## src/rtl/i2s_mic_receiver.sv

```systemverilog
// I2S MEMS microphone front end: generates mic_bclk/mic_ws from clk and
// deserialises one channel slot into a signed DATA_BITS sample with a new_t strobe.
module i2s_mic_receiver #(
  parameter int CLK_DIV   = 16,
  parameter int DATA_BITS = 18,
  parameter int SLOT_BITS = 32,
  parameter int CHANNEL   = 0
) (
  input  logic                 clk,
  input  logic                 rst,
  input  logic                 en,
  input  logic                 mic_sd,
  output logic                 mic_bclk,
  output logic                 mic_ws,
  output logic [DATA_BITS-1:0] t,
  output logic                 new_t
);

  localparam int FRAME_BITS = 2 * SLOT_BITS;
  localparam int DIV_W      = (CLK_DIV > 1) ? $clog2(CLK_DIV) : 1;
  localparam int BIT_W      = $clog2(FRAME_BITS);

  localparam logic [DIV_W-1:0] DIV_LAST   = DIV_W'(CLK_DIV - 1);
  localparam logic [BIT_W-1:0] BIT_LAST   = BIT_W'(FRAME_BITS - 1);
  localparam logic [BIT_W-1:0] SLOT_START = BIT_W'(SLOT_BITS);
  localparam logic [BIT_W-1:0] DATA_LAST  = BIT_W'(DATA_BITS - 1);
  localparam logic             SEL_RIGHT  = (CHANNEL != 0);

  logic [DIV_W-1:0]     div_cnt;
  logic [BIT_W-1:0]     bit_cnt;
  logic [DATA_BITS-1:0] shift;

  logic                 tick;
  logic                 rise_evt;
  logic                 fall_evt;
  logic [BIT_W-1:0]     bit_cnt_next;
  logic [BIT_W-1:0]     bit_cnt_after;
  logic                 ws_next;
  logic                 in_right;
  logic [BIT_W-1:0]     pos;
  logic                 slot_hit;
  logic                 capture;
  logic                 publish;
  logic [DATA_BITS-1:0] shift_in;

  // Events are decoded from the pre-edge state, so they mark the very clk
  // edge on which mic_bclk toggles.
  assign tick     = (div_cnt == DIV_LAST);
  assign rise_evt = tick & ~mic_bclk;
  assign fall_evt = tick & mic_bclk;

  assign bit_cnt_next  = (bit_cnt == BIT_LAST) ? '0 : bit_cnt + BIT_W'(1);
  assign bit_cnt_after = (bit_cnt_next == BIT_LAST) ? '0 : bit_cnt_next + BIT_W'(1);
  // ws leads the slot by one bclk so the I2S one-bit delay lands the MSB on pos 0.
  assign ws_next       = (bit_cnt_after >= SLOT_START);

  assign in_right = (bit_cnt >= SLOT_START);
  assign pos      = in_right ? (bit_cnt - SLOT_START) : bit_cnt;
  assign slot_hit = (in_right == SEL_RIGHT);
  assign capture  = rise_evt & slot_hit & (pos <= DATA_LAST);
  assign publish  = rise_evt & slot_hit & (pos == DATA_LAST);
  assign shift_in = {shift[DATA_BITS-2:0], mic_sd};

  // NOTE: sequential state uses non-blocking assignments only, so every
  // register sees pre-edge values of the others regardless of statement order.
  always_ff @(posedge clk) begin
    if (rst) begin
      div_cnt  <= '0;
      bit_cnt  <= '0;
      shift    <= '0;
      mic_bclk <= 1'b0;
      mic_ws   <= 1'b0;
      t        <= '0;
      new_t    <= 1'b0;
    end else if (!en) begin
      // NOTE: idle clears the interface but keeps t, so downstream still
      // holds the last good sample while the microphone is stopped.
      div_cnt  <= '0;
      bit_cnt  <= '0;
      shift    <= '0;
      mic_bclk <= 1'b0;
      mic_ws   <= 1'b0;
      new_t    <= 1'b0;
    end else begin
      div_cnt <= tick ? '0 : div_cnt + DIV_W'(1);
      new_t   <= publish;
      if (tick) begin
        mic_bclk <= ~mic_bclk;
      end
      if (fall_evt) begin
        bit_cnt <= bit_cnt_next;
        mic_ws  <= ws_next;
      end
      if (capture) begin
        shift <= shift_in;
      end
      if (publish) begin
        t <= shift_in;
      end
    end
  end

endmodule

```

## config.mk

```make
export PLATFORM = sky130hd
export DESIGN_NAME = i2s_mic_receiver
export DESIGN_NICKNAME = d
export VERILOG_FILES = /design/src/rtl/i2s_mic_receiver.sv
export SDC_FILE = /design/constraint.sdc
export NUM_CORES = 1
export LEC_CHECK = 0
export ABC_AREA = 1
export CAP_MARGIN = 5
export CORE_MARGIN = 8
export CORE_UTILIZATION = 48
export CTS_CLUSTER_DIAMETER = 100
export CTS_CLUSTER_SIZE = 30
export DETAILED_ROUTE_END_ITERATION = 12
export PLACE_DENSITY = 0.71
export SLEW_MARGIN = 10
export SYNTH_ARGS = -nofsm -noshare
export SYNTH_HDL_FRONTEND = slang
export SYNTH_SLANG_ARGS = --single-unit
```

## constraint.sdc

```tcl
create_clock -name clk -period 2.4 [get_ports clk]
set_input_delay 0.48 -clock clk [delete_from_list [all_inputs] [get_ports clk]]
set_output_delay 0.48 -clock clk [all_outputs]
set_load 0.01 [all_outputs]
```

-- Word-level counts from Yosys, hierarchy flattened
Cells that the tools add are included.
- output and inout port bits: 21
- register bits after elaboration: 48
- word-level logic and storage cells: 32
- equal/unequal tests: 4
- $lt $le $gt $ge: 3
- reductions and logical operators: 3
- add/subtract/negate cells: 4
- bitwise logic cells: 8
- mux-type cells: 3
- operators by type and width (kind ; count):
    6-bit 2-to-1 mux ; 3
    6-bit by 1-bit adder with 6-bit output, second input constant ; 2
    6-bit equality test, second input constant ; 2
    6-bit >= comparator, second input constant ; 2
    6-bit by 5-bit equality test with 1-bit output, second input constant ; 1
    6-bit by 5-bit <= comparator with 1-bit output, second input constant ; 1
    6-bit subtractor, second input constant ; 1
    1-bit bitwise AND ; 5
    4-bit by 1-bit adder with 4-bit output, second input constant ; 1
    4-bit equality test, second input constant ; 1
    1-bit inverter ; 3
    3-bit OR reduction ; 1
    2-bit AND reduction ; 1
    2-bit OR reduction ; 1

-- Longest topological paths before layout
Gate-level depths: netlist of run 1.
- word-level depth: 5
- gate-level depth with buffers: 10

-- Least setup slack after synthesis of run 1
No wires, ideal clock.
- kind: register to register
- start point: register bit_cnt[0]
- end point: register shift[15]
- setup slack: 941 ps
- stages on the path, launching flop included: 10
- required time: 2281 ps
- period minus slack after synthesis: 1459 ps
- data arrival time: 1340 ps
- cell sequence: dfxtp_1 > inv_1 > ha_1 > nor2_1 > o21ai_0 > nand2_1 > buf_2 > inv_2 > o21ai_0 > a21oi_1
- word-level cells in the longest chain between the ends: 4
- elaborated cells between the ends (all ways): 7
- RTL lines (item ; line ; source):
    from (decl) ; 30 ; logic [BIT_W-1:0] bit_cnt;
    from (signal assigned) ; 91 ; bit_cnt <= bit_cnt_next;
    6-bit subtractor / 6-bit >= comparator (equally long branches) ; 58, 57 ;
    6-bit 2-to-1 mux / 1-bit inverter (equally long branches) ; 58, 59 ;
    6-bit by 5-bit <= comparator with 1-bit output / 1-bit bitwise AND (equally long branches) ; 60 ; assign capture = rise_evt & slot_hit & (pos <= DATA_LAST);
    1-bit bitwise AND (*) ; 60 ;
    to (signal assigned) ; 95 ; shift <= shift_in;
    to (decl) ; 31 ; logic [DATA_BITS-1:0] shift;
Every way passes the cells marked *; elsewhere a longest branch is shown, timed or not.
A chain may end at the register's enable or synchronous reset.

-- Final worst setup path of run 1
- start point: register bit_cnt[0]
- end point: register shift[7]
The elaborated chain is that of the path after synthesis.

==> results of run 1 <==
[flip-flops by register name, indices dropped and copies added (netlist names)]
signal    count
t            18
shift        17
bit_cnt       6
div_cnt       4
mic_bclk      1
mic_ws        1
new_t         1
[per-stage QoR]
step	util (%)	setup slack, ns	cell area [um2]	total power (uW)
floorplan	-	0.941	1870	833
global placement	57.3	0.465	2130	846
detailed placement	57.3	0.385	2130	847
CTS	59.7	0.627	2220	1320
global route	59.7	0.410	2220	1350
finish	59.7	0.644	2220	1290
[final cells by class]
type,instances,area [um2]
flip-flops and latches,48,961
clock buffers,5,68.8
fillers,353,1500
multi-input cells,145,726
clock inverters,3,18.8
repair buffers,27,263
inverters,32,120
well taps,48,60.1
[cells in the mapped netlist]
cell type / n / area share, %
nand3_2: 1 / 0.53
xnor2_1: 1 / 0.47
dfxtp_1: 48 / 51
nand2_2: 1 / 0.33
nand4_1: 2 / 0.67
a21oi_1: 30 / 8.0
o21ai_1: 1 / 0.27
nand3_1: 10 / 2.7
inv_2: 3 / 0.60
or2_2: 2 / 0.67
ha_1: 5 / 3.3
nor2_1: 30 / 6.0
o22ai_1: 4 / 1.3
buf_6: 4 / 2.4
nor3_2: 1 / 0.53
o21ai_0: 37 / 9.9
nand2_1: 20 / 4.0
buf_2: 2 / 0.53
inv_1: 29 / 5.8
clkbuf_1: 3 / 0.60
[power by group]
part           switching, uW  total [uW]  internal (uW)
clock network            262         465            203
registers               1.12         798            797
logic                   17.7        29.5           11.9
total                    281        1290           1010
[layer usage]
| metal | up-vias | routed length, um | global-route usage [%] |
|---|---|---|---|
| met5 | - | 0 | 0 |
| met4 | 0 | 58 | 5.19 |
| met3 | 7 | 186 | 4.21 |
| met2 | 31 | 1640 | 20.7 |
| met1 | 682 | 1680 | 13.8 |
| li1 | 818 | - | - |
[worst paths after layout]
kind / to / slack, ns / cells past startpoint
worst max register to register: shift[7] / 0.64 / 8
worst max-delay path: shift[7] / 0.64 / 8
worst min-delay path: mic_ws / 0.45 / 2
worst min register to register: mic_ws / 0.45 / 2
[critical path, stage by stage, from the launching register on]
cell and delay (ns):
dfxtp_1 0.48, inv_1 0.13, ha_1 0.22, nor2_1 0.08
o21ai_0 0.09, nand2_1 0.19, buf_4 0.27, o21ai_0 0.11
a21oi_1 0.12
[cell usage in the layout (no fill, tap or decap)]
cell	Yosys	routed
nand4_1	2	2
or2_2	2	2
xnor2_1	1	1
nor3_2	1	1
nand2_1	20	20
nor2_1	30	30
clkdlybuf4s50_1	0	24
buf_4	0	3
dfxtp_1	48	48
ha_1	5	5
o21ai_1	1	1
inv_2	3	3
o21ai_0	37	37
clkinv_4	0	1
nand3_2	1	1
inv_1	29	29
clkbuf_8	0	5
clkinv_2	0	2
nand3_1	10	10
o22ai_1	4	4
nand2_2	1	1
a21oi_1	30	30
[cell families after synthesis]
family          synth area share (%)
buf+inv                         9.95
compound gates                  19.5
xor+xnor                       0.468
simple gates                    15.4
flops                           51.3
fa+ha+maj                       3.34
==> key figures, run 1 <==
Status
  – Status: finished clean

Clock tree
  – TritonCTS clock tree: yes
  – Clock tree buffer depth: 2
  – CTS clock-pin slew for the worst setup and hold paths: 0.08 ns
  – Root Buffer: clkbuf_8
  – Hold_buf cts: 0
  – Setup Buffers After CTS: 0
  – Depth of the CTS H-tree: 2
  – Num Clock Sinks: 48
  – Gates resized, CTS repair: 0
  – Worst skew pair latency: 0.30 ns
  – Num CTS Buffers: 5

Place
  – Detailed placement HPWL: approximately 2600 um
  – Buffers on Ports: 24
  – Post-Place Cells: 300
  – RePlAce Congestion: 0.837

Global routing
  – First-pass GRT wire length: ~6300 um
  – GR Util All Layers: 12.3%
  – Vias in the first global route: 1430
  – Initial antenna violation count: 0
  – GRT overflow: 0
  – Pin count of the biggest net entering global routing: 32

Timing
  – Min cycle time layout: 1.76 ns
  – Period utilisation layout: 73.2%
  – Final Hold Viols: 0
  – Setup_tns: 0 ns
  – RSZ-0062 raised after global routing: no
  – Hold slack final: approximately 0.45 ns
  – Slew HR: between 70% and 80%
  – Worst Tran Pin Value: approximately 0.42 ns
  – Fmax: 570 MHz
  – Clock skew: 0.00503 ns
  – Setup violations, final: 0
  – Max-slew violations: 0

Worst setup path
  – Setup Crit Path Kind: reg -> reg
  – Crit path DAT: between 1.5 and 2 ns
  – Crit. End Element: flop
  – Setup crit start: bit_cnt[0]
  – Worst-path fanout max: 24
  – Startpoint class of the critical path: flop
  – FF-to-FF Start: bit_cnt[0]
  – Req. time, crit path: 2.63 ns

Floorplan
  – # rows: 22
  – Core region area: between 3000 and 4000 um2
  – Starting density of the core: around half
  – Die Span X: between 70 and 80 um
  – Io pins: 25
  – Die area: 6160 um2
  – Die Y-Extent: 78.5 um

Yosys
  – Yosys warns: 0
  – Avg Inst Size Synth: between 8 and 9 um2
  – Post-Syn Instances: approximately 230
  – Sequential share of the synthesized area: 51.3%
  – Synth cell types: 20
  – Syn Std Cell Area: 1870 um2
  – FF+latch count, synth: 48
  – Syn Nets: 243

Drt
  – Total routed wirelength: 3570 um
  – Via count: between 1500 and 2000
  – DR DRC count: 0
  – Vias per inst: 4.99
  – Drt pass-1 iters: 4
  – Drt wl/cell: 11.6 um
  – Final ANT Viol Nets: 0
  – Drt first-iter violations: between 60 and 70

Final layout
  – Synthesis-to-finish area growth: 18.4%
  – Filler-free cell count of the finished design: 308
  – Share of layout cells above drive strength 1: under 10%
  – Antenna fix cells: 0
  – Final net count: 268

Pwr
  – Lkg Pwr: 0.000872 uW
  – Peak supply drop: between 200 and 300 uV
  – P per Cell Area: 583 nW/um2

Min path
  – Type of the worst min-delay path: reg -> reg
  – Worst hold start: mic_ws

Job
  – Max-cap violation count: 0
Power figures use the tool's default switching activity.
==> run 2: changes to the inputs <==
Settings changed: PLACE_DENSITY 0.71 to 0.74.
Clock period 2.4 ns to 1.5 ns, I/O delays scaled along.
==> key figures, run 2 (synthesis gave the netlist of run 1 again) <==
Status
  – Status: finished clean

Clock tree
  – Clock tree buffer depth: 2
  – Num Clock Sinks: 48
  – Num CTS Buffers: 5
  – Root Buffer: clkbuf_8
  – Worst skew pair latency: 0.30 ns
  – TritonCTS clock tree: yes
  – Depth of the CTS H-tree: 2
  – CTS clock-pin slew for the worst setup and hold paths: 0.09 ns

Final layout
  – Antenna fix cells: 0
  – Fillers: 279
  – Largest registers: t (18), shift (17), bit_cnt (6)
  – Synthesis-to-finish area growth: 41.1%
  – Share of layout cells above drive strength 1: 21.6%
  – Max FFs per register: 18
  – Sequential Area: 968 um2
  – Area of the multi-input gates: just over 800 um2
  – Most common cell after layout, fill and taps aside: dfxtp_1
  – Filler-free cell count of the finished design: 331
  – Final net count: 291
  – Commonest cells after routing, fill and taps aside: dfxtp_1, a21oi_1, inv_1, nor2_1, o21ai_1
  – Reg with most FFs: t

Drt
  – Vias per inst: 5.06
  – Drt wl/cell: 13.1 um
  – DR DRC count: 0
  – Final ANT Viol Nets: 0
  – Via count: approximately 1700
  – Total routed wirelength: 4350 um
  – Drt pass-1 iters: 4
  – Drt first-iter violations: 110

Global routing
  – First-pass GRT wire length: about 7100 um
  – Pin count of the biggest net entering global routing: 19
  – GR Util All Layers: 14.2%
  – Initial antenna violation count: 0
  – Vias in the first global route: 1599
  – GRT overflow: 0

Timing
  – Final Hold Viols: 0
  – Max-slew violations: 0
  – Setup violations, final: 0
  – Slew HR: 84.3%
  – Setup_tns: 0 ns
  – Clock skew: 0.00727 ns
  – Period utilisation layout: 97.9%
  – Hold slack final: between 0.4 and 0.5 ns
  – Worst Tran Pin Value: 0.235 ns
  – Fmax: 681 MHz
  – Min cycle time layout: 1.47 ns

Min path
  – Worst hold start: mic_ws
  – Type of the worst min-delay path: reg -> reg

Floorplan
  – Core region area: 3720 um2
  – Die Span X: 78.5 um
  – Die area: around 6200 um2
  – Io pins: 25
  – Die Y-Extent: ~80 um
  – Starting density of the core: between 50% and 60%
  – # rows: 22

Place
  – RePlAce Congestion: approximately 0.85
  – Post-Place Cells: 317
  – Buffers on Ports: 24
  – Detailed placement HPWL: 2670 um

Worst setup path
  – Worst-path fanout max: 7
  – Req. time, crit path: 1.73 ns
  – Crit path DAT: between 1.5 and 2 ns
  – Startpoint class of the critical path: flop
  – Setup crit start: div_cnt[1]
  – Crit. End Element: flop
  – FF-to-FF Start: div_cnt[1]
  – Setup Crit Path Kind: reg -> reg

Pwr
  – P per Cell Area: 925 nW/um2
  – Peak supply drop: 498 uV
  – Lkg Pwr: 0.00132 uW

Job
  – Max-cap violation count: 0
-- run 2: cell types whose count changed in the layout (fill, tap and decap cells not counted), sizes merged --
cell / delta
clkdlybuf4s50: -19
bufinv: +2
inv: +1
clkbuf: +1
buf: +22
dlygate4sd2: +5
dlymetal6s2s: +14
clkinv: -3
-- run 2: cell type report --
cell class	instances	share of cell area (%)
Sequential cell	48	36.6
Clock buffer	5	2.60
Timing Repair Buffer	50	20.3
Clock inverter	3	2.60
Inverter	32	4.64
Tap cell	48	2.27
Multi-Input combinational cell	145	31.0
-- run 2: repair_timing --
item,4_1_cts,5_1_grt
hold endpoints to repair,0,0
cloned,1,2
buffers inserted,2,3
gates resized for setup,24,52
hold buffers,0,0
endpoints found under the setup margin,20,50
pin swaps,2,12
-- run 2: final timing paths --
kind | slack (ns) | endpoint | cells after the start
worst max-delay path | 0.03 | t[8] | 9
worst min-delay path | 0.45 | mic_ws | 2
worst max register to register | 0.03 | t[8] | 9
worst min register to register | 0.45 | mic_ws | 2
-- run 2: worst max-delay path, cell delays in order, from the launching register on --
cell	delay [ns]
dfxtp_2	0.36
ha_4	0.16
nand3_4	0.09
nor3_4	0.15
buf_4	0.15
nand2_4	0.05
inv_4	0.10
clkbuf_16	0.15
o21ai_0	0.06
a21oi_1	0.13
-- run 2: power by group --
part	switching (uW)	internal (uW)	total (uW)	leakage [uW]
registers	2.69	1270	1280	0.000389
clock network	438	671	1110	0.0000687
logic	33.7	27.6	61.3	0.000862
-- run 2: routing by layer --
layer  global-route usage (%)  part of all wire, %  vias to the layer above
li1                         -                    -                      857
met1                     15.5                   42                      750
met2                     24.3                   51                       54
met3                     4.78                  4.5                       14
met4                     6.30                  2.8                        0
met5                        0                    0                        -
-- run 2: stage by stage --
stage                     utilization [%]  setup slack, ns  area (um2)  total power (uW)
final                                71.1           0.0320        2640              2450
after global routing                 71.1          -0.0498        2640              2530
after CTS                            67.1         -0.00236        2490              2470
after detailed placement             61.1           -0.118        2270              1360
after global placement               61.1          -0.0530        2270              1360
after floorplan                         -           0.0407        1870              1330
